$ cat config.mk
export PLATFORM = sky130hd
export DESIGN_NAME = btn_debounce
export DESIGN_NICKNAME = d
export VERILOG_FILES = /design/src/rtl/btn_debounce.sv
export SDC_FILE = /design/constraint.sdc
export NUM_CORES = 1
export LEC_CHECK = 0
export ABC_AREA = 1
export ABC_CLOCK_PERIOD_IN_PS = 2300
export CAP_MARGIN = 25
export CORE_MARGIN = 4
export CORE_UTILIZATION = 55
export DETAILED_ROUTE_END_ITERATION = 10
export GPL_ROUTABILITY_DRIVEN = 1
export HOLD_SLACK_MARGIN = 0.12
export PLACE_DENSITY = 0.71
export REMOVE_ABC_BUFFERS = 1
export SLEW_MARGIN = 15
export SYNTH_ARGS = -nofsm -noshare
export SYNTH_HDL_FRONTEND = slang
export SYNTH_SLANG_ARGS = --single-unit
$ cat constraint.sdc
create_clock -name clk -period 2.3 [get_ports clk]
set_clock_uncertainty 0.2 [all_clocks]
set_input_delay 0.345 -clock clk [delete_from_list [all_inputs] [get_ports clk]]
set_output_delay 0.345 -clock clk [all_outputs]
set_load 0.01 [all_outputs]
$ cat src/rtl/btn_debounce.sv
// Push-button conditioner: 2-flop synchroniser, debounce FSM and long-press detector.
// Emits a debounced level plus one-cycle press, release and long-press strobes.
module btn_debounce #(
  parameter int DEBOUNCE_CYCLES = 1_000_000,
  parameter int LONG_CYCLES     = 100_000_000
) (
  input  logic clk,
  input  logic reset,
  input  logic btn_n,
  output logic btn_level,
  output logic press_pulse,
  output logic release_pulse,
  output logic long_pulse
);

  localparam int DW = $clog2(DEBOUNCE_CYCLES);
  localparam int LW = $clog2(LONG_CYCLES);
  localparam logic [DW-1:0] DEB_LAST  = DW'(DEBOUNCE_CYCLES - 1);
  localparam logic [DW-1:0] DEB_ONE   = DW'(1);
  localparam logic [LW-1:0] LONG_LAST = LW'(LONG_CYCLES - 1);
  localparam logic [LW-1:0] LONG_ONE  = LW'(1);

  typedef enum logic [1:0] {
    RELEASED,
    PRESS_CHK,
    HELD,
    RELEASE_CHK
  } state_t;

  state_t          state_reg;
  logic [1:0]      sync_reg;
  logic [DW-1:0]   deb_cnt_reg;
  logic [LW-1:0]   hold_cnt_reg;
  logic            long_done_reg;
  logic            pressed;

  // Synchroniser flops reset to the released (high) level.
  always_ff @(posedge clk) begin
    if (reset) sync_reg <= 2'b11;
    else       sync_reg <= {sync_reg[0], btn_n};
  end

  assign pressed = ~sync_reg[1];

  always_ff @(posedge clk) begin
    if (reset) begin
      state_reg     <= RELEASED;
      deb_cnt_reg   <= '0;
      hold_cnt_reg  <= '0;
      long_done_reg <= 1'b0;
      btn_level     <= 1'b0;
      press_pulse   <= 1'b0;
      release_pulse <= 1'b0;
      long_pulse    <= 1'b0;
    end else begin
      press_pulse   <= 1'b0;
      release_pulse <= 1'b0;
      long_pulse    <= 1'b0;
      case (state_reg)
        RELEASED: begin
          if (pressed) begin
            state_reg   <= PRESS_CHK;
            deb_cnt_reg <= '0;
          end
        end
        PRESS_CHK: begin
          if (!pressed) begin
            state_reg   <= RELEASED;
            deb_cnt_reg <= '0;
          end else if (deb_cnt_reg == DEB_LAST) begin
            state_reg     <= HELD;
            deb_cnt_reg   <= '0;
            btn_level     <= 1'b1;
            press_pulse   <= 1'b1;
            hold_cnt_reg  <= '0;
            long_done_reg <= 1'b0;
          end else begin
            deb_cnt_reg <= deb_cnt_reg + DEB_ONE;
          end
        end
        HELD: begin
          if (pressed) begin
            // Hold counter saturates at its last value so the strobe fires only once.
            if (hold_cnt_reg == LONG_LAST) begin
              if (!long_done_reg) begin
                long_pulse    <= 1'b1;
                long_done_reg <= 1'b1;
              end
            end else begin
              hold_cnt_reg <= hold_cnt_reg + LONG_ONE;
            end
          end else begin
            state_reg   <= RELEASE_CHK;
            deb_cnt_reg <= '0;
          end
        end
        RELEASE_CHK: begin
          if (pressed) begin
            state_reg <= HELD;
          end else if (deb_cnt_reg == DEB_LAST) begin
            state_reg     <= RELEASED;
            deb_cnt_reg   <= '0;
            btn_level     <= 1'b0;
            release_pulse <= 1'b1;
          end else begin
            deb_cnt_reg <= deb_cnt_reg + DEB_ONE;
          end
        end
        default: state_reg <= RELEASED;
      endcase
    end
  end

endmodule

==> results.yml <==
logic_synthesis:
  synth_xor_area_share_pct: 3.15
  syn_inst: 585
  synth_top_cell_by_area: "dfxtp_1"
  synth_top_area_share_pct: 31.0
  synth.mux.area_fraction_pct: 0
  syn_avg_cell_area_um2: 6.17
  ys.flop_type: "dfxtp_1"
  ys_types: 37
  synthAdderAreaFrac_pct: 0.693
  synth_seq_area_share_pct: 31.0
  synth.area.top_cells: "dfxtp_1 31%, nand2_1 18%, nor2_1 11%"
  synth-simple-area-share_pct: 44.6
  synth_top_family_by_area: "simple AND/OR/NAND/NOR gates"
  yosys_warnings: 0
  syn_area_mm2: 0.00361
  synth-compound-area-share_pct: 11.2
  synth-seq-cells: 56
  synth_edf_count: 0
  ys_async_sr_fraction_pct: 0
route:
  num_vias: 3527
  drc: 0
  vias_per_cell: 5.24
  ant_nets: 0
  dr.pass1.iters: 5
  wire_per_inst_um: 12.9
  wl_um: 8670
  drtIter0Drc: 258
layout:
  num_antenna_cells: 0
  fin_cells: 673
  fin_area_mm2: 0.00387
  largest_reg_flops: 27
  num-fill-cells: 636
  syn_to_final_growth_pct: 7.20
  multi_input_area_mm2: 0.00215
  layout.nets: 600
  final_layout_size_suffix_gt1_share_pct: 12.2
  regArea_mm2: 0.00112
  fin_util_pct: 61.0
grt:
  grt_pass1_vias: 3155
  antenna_found_initial: 0
  grt_pass1_wl_um: 14900
  grt-ovfl-total: 0
  grt_max_degree: 28
  gr-usage-all-layers_pct: 23.6
worst_setup_path:
  arrival_ps: 2150
  worstPathMaxFanout: 12
  critPathCaptureType: "flop"
  path_class: "reg2reg"
  cp-start-kind: "flop"
  cp.required_ps: 2340
  reg2reg_depth: 10
timing:
  final_hold_viol_count: 0
  finalCritPeriodShare_pct: 91.8
  max_slew_margin_pct: 69.2
  final_max_slew_viol_count: 0
  fin_crit_ps: 2110
  rsz0062_at_grt: "false"
  finalSetupViolCount: 0
  fin_tns_setup_ps: 0
  holdWs_ps: 153
  worstMarginPinSlew_ps: 461
  fmax_mhz: 474
  worst_slack_ps: 189
clock_tree:
  htree_levels: 2
  clock_latency_ps: 310
  cts_tree: "built"
  clock_path_buffers: 2
  cts_made_buffers: 5
  clk_pin_slew_worst_paths_ps: 100
  cts_root_buf: "clkbuf_8"
  cts_sinks: 56
floorplanning:
  initial_core_util_pct: 56.9
  num_rows: 29
  die_area_mm2: 0.00793
  dieWidth_um: 89.0
  ios: 7
  die_h_um: 89.0
  coreArea_mm2: 0.00635
hold_path:
  min_path_type: "in2reg"
  hold_depth: 2
power_and_ir_drop:
  powerDensity_mw_per_mm2: 440
  vdd_drop_max_mv: 0.405
  finalPower_mw: 1.70
  p_leak_nw: 1.28
placement:
  place_inst: 665
  port_buffers: 6
  pre_cts_ws_ps: 145
  gp_congestion: 0.921
  placed_area_mm2: 0.00376
  dpl.hpwl_um: 6550
outcome:
  status: "finished, final reports clean"
run:
  cap_violations: 0
[critical path: stages (launching register included)]
cell,delay [ps]
dfxtp_1,380
ha_1,220
nand2_2,110
nor3_4,240
nand3_2,160
nand2_2,110
nand2_2,80
clkinv_2,90
buf_4,180
nand3_1,110
a21oi_1,160
[power by group]
part | switching, mW | total (mW) | internal [mW]
sequential | 0.00238 | 0.974 | 0.972
combinational | 0.0506 | 0.0673 | 0.0167
clock | 0.331 | 0.661 | 0.330
[cell families after synthesis]
group           count (synthesis)
compound gates                 65
simple gates                  373
buf+inv                        76
fa+ha+maj                       2
xor+xnor                       13
flops                          56
[final cells by class]
class | count | area share [%]
clock buffer | 6 | 1.87
sequential | 56 | 29.0
inverter | 61 | 5.95
multi-input combinational | 453 | 55.6
timing repair buffer | 18 | 4.07
clock inverter | 2 | 1.00
tap | 77 | 2.49
[placed cells by master (no fill, tap or decap), types with 2 or more instances in the layout]
| cell | n |
|---|---|
| a21oi_1 | 31 |
| a21oi_2 | 14 |
| buf_4 | 11 |
| clkbuf_8 | 5 |
| clkdlybuf4s50_1 | 5 |
| dfxtp_1 | 55 |
| ha_1 | 2 |
| inv_1 | 57 |
| inv_2 | 2 |
| nand2_1 | 173 |
| nand2_2 | 21 |
| nand2_4 | 2 |
| nand3_1 | 47 |
| nand3_2 | 2 |
| nand4_1 | 5 |
| nor2_1 | 109 |
| nor3_1 | 4 |
| o21ai_0 | 13 |
| o21bai_1 | 2 |
| or2_2 | 4 |
| xnor2_1 | 3 |
| xor2_1 | 10 |
[final timing paths]
check                               startpoint          endpoint  slack, ps
worst max-delay path            deb_cnt_reg[1]   hold_cnt_reg[6]        190
worst min register to register   long_done_reg        long_pulse        230
worst min-delay path                     reset  hold_cnt_reg[26]        150
worst max register to register  deb_cnt_reg[1]   hold_cnt_reg[6]        190
[cells in the mapped netlist (3+ instances only)]
| library cell | number |
|---|---|
| nand2_1 | 173 |
| nor2_1 | 109 |
| inv_1 | 57 |
| dfxtp_1 | 56 |
| nand3_1 | 47 |
| a21oi_1 | 31 |
| nand2_2 | 21 |
| a21oi_2 | 14 |
| o21ai_0 | 13 |
| xor2_1 | 10 |
| clkbuf_1 | 6 |
| buf_2 | 5 |
| nand4_1 | 5 |
| nor3_1 | 4 |
| or2_2 | 4 |
| xnor2_1 | 3 |
[timing repair]
item | in CTS | in global routing
resized for setup | 0 | 1
setup endpoints to repair | 0 | 5
hold buffers | 0 | 0
setup buffers | 0 | 0
[per-layer routing]
layer  vias up  global-route usage [%]  routed length, µm
met3         4                    3.78                445
met2        90                    35.0               3730
met5         -                       0                  0
met1      1581                    35.9               4460
li1       1852                       -                  -
met4         0                    5.01                 42
Note: power is estimated with default switching activity, not from simulation.
